## src/rtl/panel_tx.sv

```systemverilog
// Serialises one device word per frame onto a two-device 595 chain, alternating
// device 1 (phase 0) and device 2 (phase 1) with a latch pulse and hold between frames.
module panel_tx #(
  parameter int WIDTH    = 32,
  parameter int CLK_DIV  = 1,
  parameter int HOLD_CYC = 16
) (
  input  logic             clk,
  input  logic             rst,
  input  logic             load,
  input  logic [WIDTH-1:0] rA,
  input  logic [WIDTH-1:0] rB,
  output logic             ds,
  output logic             shcp,
  output logic             stcp,
  output logic             oe,
  output logic             phase,
  output logic             busy,
  output logic             frame_done
);

  localparam int N  = 2 * WIDTH;
  localparam int BW = $clog2(N);
  localparam int DW = $clog2(CLK_DIV) + 1;
  localparam int HW = $clog2(HOLD_CYC) + 1;

  typedef enum logic [1:0] {IDLE, SHIFT, LATCH, HOLD} state_t;

  state_t           state, next_state;
  logic [BW-1:0]    bit_cnt;
  logic [BW-1:0]    bit_idx;
  logic [DW-1:0]    div_cnt;
  logic [HW-1:0]    hold_cnt;
  logic             half;
  logic [WIDTH-1:0] shadow_a, shadow_b, pend_a, pend_b;
  logic             pend_vld;
  logic             oe_r, phase_r, done_r;
  logic [N-1:0]     frame;
  logic             div_end, hold_end, last_bit;

  assign div_end  = (div_cnt == DW'(CLK_DIV - 1));
  assign hold_end = (hold_cnt == HW'(HOLD_CYC - 1));
  assign last_bit = (bit_cnt == BW'(N - 1));

  always_ff @(posedge clk or negedge rst) begin
    if (!rst) state <= IDLE;
    else      state <= next_state;
  end

  always_comb begin
    next_state = state;
    case (state)
      IDLE:    if (load) next_state = SHIFT;
      SHIFT:   if (div_end && half && last_bit) next_state = LATCH;
      LATCH:   if (div_end) next_state = HOLD;
      HOLD:    if (hold_end) next_state = SHIFT;
      default: next_state = IDLE;
    endcase
  end

  always_ff @(posedge clk or negedge rst) begin
    if (!rst) begin
      bit_cnt  <= '0;
      div_cnt  <= '0;
      hold_cnt <= '0;
      half     <= 1'b0;
      shadow_a <= '0;
      shadow_b <= '0;
      pend_a   <= '0;
      pend_b   <= '0;
      pend_vld <= 1'b0;
      oe_r     <= 1'b1;
      phase_r  <= 1'b0;
      done_r   <= 1'b0;
    end else begin
      done_r <= 1'b0;
      if (load && state != IDLE) begin
        pend_a   <= rA;
        pend_b   <= rB;
        pend_vld <= 1'b1;
      end
      case (state)
        IDLE: if (load) begin
          shadow_a <= rA;
          shadow_b <= rB;
          phase_r  <= 1'b0;
          bit_cnt  <= '0;
          div_cnt  <= '0;
          half     <= 1'b0;
        end
        SHIFT: begin
          if (div_end) begin
            div_cnt <= '0;
            half    <= ~half;
            if (half && !last_bit) bit_cnt <= bit_cnt + 1'b1;
          end else begin
            div_cnt <= div_cnt + 1'b1;
          end
        end
        LATCH: begin
          if (div_end) begin
            div_cnt  <= '0;
            hold_cnt <= '0;
            done_r   <= 1'b1;
            oe_r     <= 1'b0;
          end else begin
            div_cnt <= div_cnt + 1'b1;
          end
        end
        HOLD: begin
          if (hold_end) begin
            phase_r <= ~phase_r;
            bit_cnt <= '0;
            div_cnt <= '0;
            half    <= 1'b0;
            // New words only take effect at the start of a phase-0 frame; a same-cycle load beats pending data.
            if (phase_r) begin
              if (load) begin
                shadow_a <= rA;
                shadow_b <= rB;
                pend_vld <= 1'b0;
              end else if (pend_vld) begin
                shadow_a <= pend_a;
                shadow_b <= pend_b;
                pend_vld <= 1'b0;
              end
            end
          end else begin
            hold_cnt <= hold_cnt + 1'b1;
          end
        end
        default: ;
      endcase
    end
  end

  assign frame   = phase_r ? {shadow_b, {WIDTH{1'b0}}} : {{WIDTH{1'b0}}, shadow_a};
  assign bit_idx = BW'(N - 1) - bit_cnt;

  assign ds         = (state == SHIFT) && frame[bit_idx];
  assign shcp       = (state == SHIFT) && half;
  assign stcp       = (state == LATCH);
  assign oe         = oe_r;
  assign phase      = phase_r;
  assign busy       = (state != IDLE);
  assign frame_done = done_r;

endmodule
```

## config.mk

```make
export PLATFORM = sky130hd
export DESIGN_NAME = panel_tx
export DESIGN_NICKNAME = d
export VERILOG_FILES = /design/src/rtl/panel_tx.sv
export SDC_FILE = /design/constraint.sdc
export NUM_CORES = 1
export LEC_CHECK = 0
export CAP_MARGIN = 0
export CORE_ASPECT_RATIO = 1.75
export CORE_MARGIN = 1.5
export CORE_UTILIZATION = 57
export DETAILED_ROUTE_END_ITERATION = 8
export GPL_TIMING_DRIVEN = 0
export PLACE_DENSITY = 0.77
export SYNTH_ARGS = -nofsm -noshare
export SYNTH_HDL_FRONTEND = slang
export SYNTH_SLANG_ARGS = --single-unit
```

## constraint.sdc

```tcl
create_clock -name clk -period 2.3 [get_ports clk]
set_input_delay 0.46 -clock clk [delete_from_list [all_inputs] [get_ports clk]]
set_output_delay 0.46 -clock clk [all_outputs]
set_load 0.05 [all_outputs]
```

======== Yosys cells after proc, flatten, opt, wreduce, memory -nomap -nowiden ========
Cells that the tools add are included.
storage, ports and cells
  flip-flop bits (word level) ............. 147
  input port bits ......................... 67
  output and inout port bits .............. 7
  logic and storage cells ................. 100
operators by class
  add/sub/neg operators ................... 4
  $lt $le $gt $ge ......................... 1
  eq/ne operators ......................... 14
  mux-type cells .......................... 44
  bitwise logic cells ..................... 3
  reductions and logical operators ........ 21
operators with widths
  kind                   number
  $mux W32               10
  $pmux W32 S2           2
  $mux W64               1
  $mux W6                4
  $pmux W6 S3            1
  $ne A2 B2 Y1 const B   8
  $mux W1                14
  $mux W5                2
  $pmux W5 S2            1
  $reduce_and A5 Y1      2
  $mux W2                4
  $pmux W2 S4            1
  $reduce_and A4 Y1      2
  $lt A6 B7 Y1 const B   1
  $add A6 B1 Y6 const B  1
  $bmux W1 S6            1
  $eq A6 B6 Y1 const B   1
  $logic_and A1 B1 Y1    6
  $pmux W1 S3            2
  $reduce_and A3 Y1      2
  $reduce_bool A2 Y1     3
  $sub A6 B6 Y6 const A  1
  $add A5 B1 Y5 const B  1
  $eq A5 B4 Y1 const B   1
  other kinds (11)       15

======== Longest topological paths before layout ========
Gate-level depths: netlist of run 1.
  depth in word-level cells ............... 8
  depth in mapped cells ................... 9
  mapped depth without buffers ............ 8

======== Worst setup path before layout of run 1 ========
Ideal clock, no wire load.
  path type ............................... register to output
  start ................................... register bit_cnt[0]
  end ..................................... output port ds
  arrival time ............................ 2480 ps
  required time ........................... 1840 ps
  slack ................................... -640 ps
  cell stages (with the launch flop) ...... 8
  cells stage by stage .................... dfrtp_1 -> buf_6 -> buf_6 -> mux4_2 -> nand2_1 -> nand4_1 -> nand4b_1 -> o32ai_1
on the way
  word-level cells in the longest chain between the ends .. 4
ends and longest elaborated chain
  element                        RTL line  text
  start, declared                30        logic [BW-1:0] bit_cnt;
  start signal, assigned         95        if (half && !last_bit) bit_cnt <= bit_cnt + 1'b1;
  $sub A6 B6 Y6                  138       assign bit_idx = BW'(N - 1) - bit_cnt;
  $bmux W1 S6                    140       assign ds = (state == SHIFT) && frame[bit_idx];
  $mux W1 (not written as such)  140
  $logic_and A1 B1 Y1            140
  end, declared                  13        output logic ds,
No other way between the ends. The select of a mux whose other input is x is not followed.

======== Final worst setup path of run 1 ========
Same ends and word-level chain as after synthesis.

==> flow_summary.toml, run 1 <==
[worst_hold_path]
min_from = "oe$_DFFE_PN1P_"
min_to = "oe$_DFFE_PN1P_"
hold_depth = 1
hold_path_class = "register to register"

[global_route]
antenna_found_initial = 0
grtUsageTotal = 0.251
overflow = 0
grt_pass1_vias = 5183
grt_pass1_wl_um = 24800
grt_start_max_net_pins = 105

[critical_path]
rr_worst_depth = 8
crit_buf_inv = 2
critPathTopFamily = "multiplexers"
endpoint_kind = "primary output"
worstReg2RegEnd = "bit_cnt[5]$_DFFE_PN0P_"
crit_path_frequent_cell = "buf_6"
crit_required_ps = 1840
cp_cell_sequence = "buf_6, mux4_1, mux2i_2, o21ai_1, a311oi_2, o32ai_4, buf_6"
cp.arrival_ps = 2430
crit_fanout = 5
worstSetupPathType = "register to primary output"
slowest_delay_ps = 580
crit_path_top_delay_cell = "mux4_1"
start_kind = "register"
r2r_setup_slack_ps = 110
rr_startpoint = "hold_cnt[0]$_DFFE_PN0P_"

[detailed_routing]
drt_iter0_markers = 309
routed_wl_um = 15200
ant_nets = 0
viasPerCell = 5.86
num_vias = 4775
drc = 0
wl_per_cell_um = 18.6
dr.pass1.iters = 4

[synth]
syn-cell-area_um2 = 6900
ys_ff_latch = 146
synth_enable_flop_cells = 0
async_reset_ff_frac = 1.00
seq_area_frac_synth = 0.530
yosys_warnings = 0
synth_cells = 568
synth_top_flop_cell = "dfrtp_1"
synth_nets = 643
synthDistinctLibCells = 46
synth_area_per_cell_um2 = 12.1

[clock_tree]
root_buffer = "clkbuf_16"
clk_pin_slew_worst_paths_ps = 60
cts_buffers = 17
worstSkewPairLatency_ps = 420
clock_path_buffers = 2
htree_levels = 4
tritoncts = "done"
clock_sinks = 146

[run_status]
status = "complete, but fails checks"
violations = "negative setup slack"

[placed_design]
place_ws_ps = -863
post-dp-hpwl_um = 10500
io_buffers = 73
gp_congestion = 0.836
place_area_um2 = 7850

[sta]
final.period_utilization = 1.26
rsz0062_at_grt = "yes"
tns_ps = -588
worstMarginPinSlew_ps = 544
fin_ws_ps = -588
max_clock_freq_mhz = 346
setup_violations = 1
period_needed_ps = 2890
hold_viol = 0
clock_skew_ps = 11.7
drv_slew = 0
max_slew_margin = 0.637

[final_layout]
final_cell_mix = "dfrtp_1, nor2_1, mux2i_1, mux2_2, a21oi_1"
finalInstanceArea_um2 = 8530
final_common_cell = "dfrtp_1"
nFillCells = 813
antenna_cells = 0
post-route-util = 0.714
drive_gt1_frac = 0.237
nNetsFinal = 740
syn_to_final_growth_pct = 23.6

[die]
dieArea_um2 = 12800
die_x_um = 86.2
start_util = 0.578
core_um2 = 11900
fp.dieH_um = 149
row_count = 53
ios = 74

[pwr]
p_seq_frac = 0.462
p_leak_nw = 4.04
p_comb_frac = 0.083
p_switching_mw = 1.36
p_sw_frac = 0.220
finalPower_mw = 6.17
p_int_mw = 4.81
clkPwrFrac = 0.454
peakVddDrop_uv = 549
p_per_area_nw_per_um2 = 723

[run]
drv_cap = 0
[metrics by stage]
step | hold slack, ps | instances
2_1_floorplan | 164 | 568
3_3_place_gp | 475 | 778
3_5_place_dp | 409 | 779
4_1_cts | 493 | 815
5_1_grt | 497 | 815
6_report | 487 | 815
[synth_stat cells (2+ instances only)]
master	n	area share
nand4b_1	2	0.0025
clkbuf_1	10	0.0054
nor2b_1	2	0.0018
buf_6	3	0.0049
buf_2	23	0.017
and3_1	2	0.0018
a21oi_1	69	0.050
nand3_1	4	0.0029
nand4_1	3	0.0027
o21a_1	4	0.0044
nor2_1	71	0.039
mux4_2	9	0.029
xnor2_1	3	0.0038
mux4_1	4	0.015
mux2i_1	71	0.10
o21ai_0	11	0.0080
ha_1	8	0.015
nand3b_1	2	0.0022
nand2_1	12	0.0065
dfrtp_1	145	0.53
o21ai_1	2	0.0015
nand2b_1	6	0.0054
inv_1	5	0.0027
mux2_2	70	0.11
a22o_1	6	0.0076
[flip-flops by register name (all words and copies together) (netlist names)]
name	count
state	2
frame_done	1
shadow_b	32
oe	1
phase	1
half	1
pend_a	32
shadow_a	32
bit_cnt	6
pend_vld	1
pend_b	32
hold_cnt	5
[cells by family (layout without fill, tap and decap cells)]
family / after synthesis / count (layout) / synth area share
compound gates: 105 / 105 / 0.0880
xor+xnor: 3 / 3 / 0.00381
fa+ha+maj: 8 / 8 / 0.0145
buf+inv: 44 / 154 / 0.0334
flops: 146 / 146 / 0.530
mux: 154 / 154 / 0.262
simple gates: 108 / 108 / 0.0686
[what timing repair did]
item / in CTS / in global routing
pin swaps: 2 / 0
hold buffers: 1 / 0
setup buffers: 3 / 0
setup endpoints to repair: 64 / 70
hold endpoints to repair: 42 / 0
resized for setup: 32 / 11
[how the worst max path moves through the flow]
stage                     slack, ps  cells after the start              startpoint                     end
after CTS                      -570                      7  bit_cnt[0]$_DFFE_PN0P_                      ds
after floorplan                  10                      7  bit_cnt[0]$_DFFE_PN0P_                      ds
final                          -590                      7  bit_cnt[0]$_DFFE_PN0P_                      ds
after detailed placement       -860                      8  bit_cnt[1]$_DFFE_PN0P_                      ds
after global placement        -4790                      1                     rst  pend_b[30]$_DFFE_PN0P_
after global routing           -640                      7  bit_cnt[0]$_DFFE_PN0P_                      ds
[worst register-to-register path, cell delays in order (launching register included)]
cell	delay (ps)
dfrtp_1	430
ha_1	240
and3_1	190
ha_2	220
nand2b_1	220
o211ai_2	210
nor2_1	80
mux2_2	290
a22o_1	210
[cell type report]
class	instances	area (um2)	share of cell area
buffer	38	245	0.0288
sequential	146	3650	0.429
clock buffer	22	464	0.0544
clock inverter	10	135	0.0158
inverter	6	22.5	0.00264
timing repair buffer	78	787	0.0923
multi-input combinational	378	3050	0.357
tap	137	171	0.0201
[power by group through the flow]
stage | Sequential [mW] | Combinational (mW) | Clock [mW]
floorplan | 2.86 | 0.274 | 0
global route | 2.87 | 0.566 | 2.92
global placement | 2.88 | 0.488 | 0
detailed placement | 2.89 | 0.515 | 0
CTS | 2.85 | 0.521 | 2.82
finish | 2.85 | 0.514 | 2.80
[layer usage]
metal  up-vias  track usage  part of all wire
met3        33       0.0455             0.029
met5         -            0                 0
met2       108        0.463              0.57
met1      2412        0.280              0.38
met4         0        0.102             0.028
li1       2222            -                 -
(Power assumes the default switching activity.)
==> inputs of run 2 (changes only) <==
--- a/config.mk
+++ b/config.mk
@@ -5,7 +5,7 @@
 export SDC_FILE = /design/constraint.sdc
 export NUM_CORES = 1
 export LEC_CHECK = 0
-export CAP_MARGIN = 0
+export CAP_MARGIN = 20
 export CORE_ASPECT_RATIO = 1.75
 export CORE_MARGIN = 1.5
 export CORE_UTILIZATION = 57
==> results of run 2 <==
The final DEF is identical to that of run 1; final timing and power are the same.
==> inputs of run 3 (changes only) <==
--- a/config.mk
+++ b/config.mk
@@ -6,12 +6,14 @@
 export NUM_CORES = 1
 export LEC_CHECK = 0
 export CAP_MARGIN = 20
-export CORE_ASPECT_RATIO = 1.75
+export CORE_ASPECT_RATIO = 2
 export CORE_MARGIN = 1.5
 export CORE_UTILIZATION = 57
+export CTS_CLUSTER_SIZE = 28
 export DETAILED_ROUTE_END_ITERATION = 8
 export GPL_TIMING_DRIVEN = 0
 export PLACE_DENSITY = 0.77
+export SLEW_MARGIN = 20
 export SYNTH_ARGS = -nofsm -noshare
 export SYNTH_HDL_FRONTEND = slang
 export SYNTH_SLANG_ARGS = --single-unit
==> run 3 against run 2 <==
The run still ends with negative setup slack left. Count of clock-buffer cells in the layout fell by 3. Sequential power barely moved. Global-route usage rose by 1.8 points. Routed wire length rose by 3.7%. Hold slack got worse by 4.5 ps. Via count rose by 1.8%. Clock power barely moved. Clock skew fell by 4.2 ps. Largest power group unchanged. Non-clock buffer count rose by 6. Combinational power rose by 1%.
==> flow_summary.toml, run 3 (synthesis results as in run 1) <==
[pwr]
p_switching_mw = 1.43
finalPower_mw = 6.16
p_int_mw = 4.72
p_sw_frac = 0.233
p_leak_nw = 4.07
clkPwrFrac = 0.452
p_seq_frac = 0.463
p_per_area_nw_per_um2 = 715
peakVddDrop_uv = 577
p_comb_frac = 0.085

[detailed_routing]
dr.pass1.iters = 5
ant_nets = 0
wl_per_cell_um = 19.0
routed_wl_um = 15700
num_vias = 4859
viasPerCell = 5.86
drc = 0
drt_iter0_markers = 347

[die]
fp.dieH_um = 159
ios = 74
row_count = 56
die_x_um = 80.8
start_util = 0.586
core_um2 = 11800
dieArea_um2 = 12800

[global_route]
gr-max-usage-layer = "met2"
grt_pass1_wl_um = 25600
grtUsageTotal = 0.269
grt_start_max_net_pins = 95
use_met3 = 0.0544
grtUsageMet2 = 0.493
overflow = 0
grt_pass1_vias = 5253
gr-usage-met1 = 0.286
antenna_found_initial = 0

[placed_design]
gp_congestion = 0.875
place_ws_ps = -886
io_buffers = 73
post-dp-hpwl_um = 10900
place_area_um2 = 7860
dpl.cell_count = 787

[run_status]
status = "complete, but fails checks"
violations = "negative setup slack"

[critical_path]
cp.arrival_ps = 2400
start_kind = "register"
crit_fanout = 6
endpoint_kind = "primary output"
crit_required_ps = 1840
worstSetupPathType = "register to primary output"

[clock_tree]
worstSkewPairLatency_ps = 420
root_buffer = "clkbuf_16"
clock_sinks = 146
htree_levels = 4
clock_path_buffers = 2
clk_pin_slew_worst_paths_ps = 60
tritoncts = "done"
cts_buffers = 17

[sta]
hold_viol = 0
holdWs_ps = 483
drv_slew = 0
clock_skew_ps = 7.49
max_clock_freq_mhz = 349
setup_violations = 1
max_slew_margin = 0.657
period_needed_ps = 2860
rsz0062_at_grt = "yes"
final.period_utilization = 1.24
fin_ws_ps = -563
worstMarginPinSlew_ps = 515

[final_layout]
antenna_cells = 0
final_cell_mix = "dfrtp_1, mux2i_1, nor2_1, mux2_2"
final_cells = 829
nNetsFinal = 746
syn_to_final_growth_pct = 24.8
final_common_cell = "dfrtp_1"
finalInstanceArea_um2 = 8610
drive_gt1_frac = 0.257

[worst_hold_path]
hold_path_class = "register to register"

[run]
drv_cap = 0
## run 3: cell count changes in the layout (fill, tap and decap cells not counted), moves of 2 or more
cell / delta
buf_2: +2
buf_4: +3
buf_6: +2
clkbuf_1: -3
clkbuf_4: -4
clkinv_2: -2
clkinvlp_4: +2
inv_6: +5
mux4_1: -3
mux4_2: +3
o21ai_1: -2
o21ai_2: +2
## run 3: critical path, cell delays in order (launching register included)
cell and delay [ps]:
dfrtp_1 380, buf_6 170, buf_12 140, buf_6 100
mux4_2 530, a311oi_2 370, o32ai_4 130, buf_6 170
## run 3: path summary, 6_finish.rpt
kind | from | cells after the start | end | slack, ps
setup / recovery | bit_cnt[0]$_DFFE_PN0P_ | 7 | ds | -560
hold reg to reg | oe$_DFFE_PN1P_ | 1 | oe$_DFFE_PN1P_ | 480
max in group asynchronous | rst | 3 | pend_a[31]$_DFFE_PN0P_ | 940
min in group asynchronous | rst | 2 | pend_a[26]$_DFFE_PN0P_ | 540
hold / removal | oe$_DFFE_PN1P_ | 1 | oe$_DFFE_PN1P_ | 480
setup reg to reg | hold_cnt[0]$_DFFE_PN0P_ | 8 | bit_cnt[0]$_DFFE_PN0P_ | 100
## run 3: final cells by class
type | count | area (um2)
multi-input cells | 378 | 3050
clock buffers | 19 | 453
flip-flops and latches | 146 | 3650
inverters | 6 | 22.5
repair buffers | 84 | 856
clock inverters | 13 | 145
fillers | 819 | 3170
well taps | 145 | 181
plain buffers | 38 | 241
## run 3: through the flow
stage | util | setup TNS, ps
after floorplan | - | 0
after global placement | 0.665 | -685920
after detailed placement | 0.668 | -12630
after CTS | 0.733 | -549
after global routing | 0.731 | -612
final | 0.731 | -563
## run 3: layer usage
layer  part of all wire  vias to the layer above  wire (um)
met3              0.033                       52        520
met5                  0                        -          0
li1                   -                     2234          -
met2               0.56                      130       8770
met1               0.37                     2443       5760
met4              0.043                        0        674
## run 3: repair_timing
item | CTS | global route
gates cloned | 1 | 0
resized for setup | 42 | 10
pin swaps | 6 | 6
hold buffers | 1 | 0
setup endpoints to repair | 64 | 71
setup buffers | 8 | 1
hold endpoints to repair | 52 | 0
## run 3: power groups by stage
stage                     Combinational, mW  Clock [mW]  Sequential (mW)
after global routing                  0.570        2.92             2.87
after global placement                0.488           0             2.88
final                                 0.521        2.78             2.85
after floorplan                       0.274           0             2.86
after detailed placement              0.517           0             2.90
after CTS                             0.527        2.80             2.85
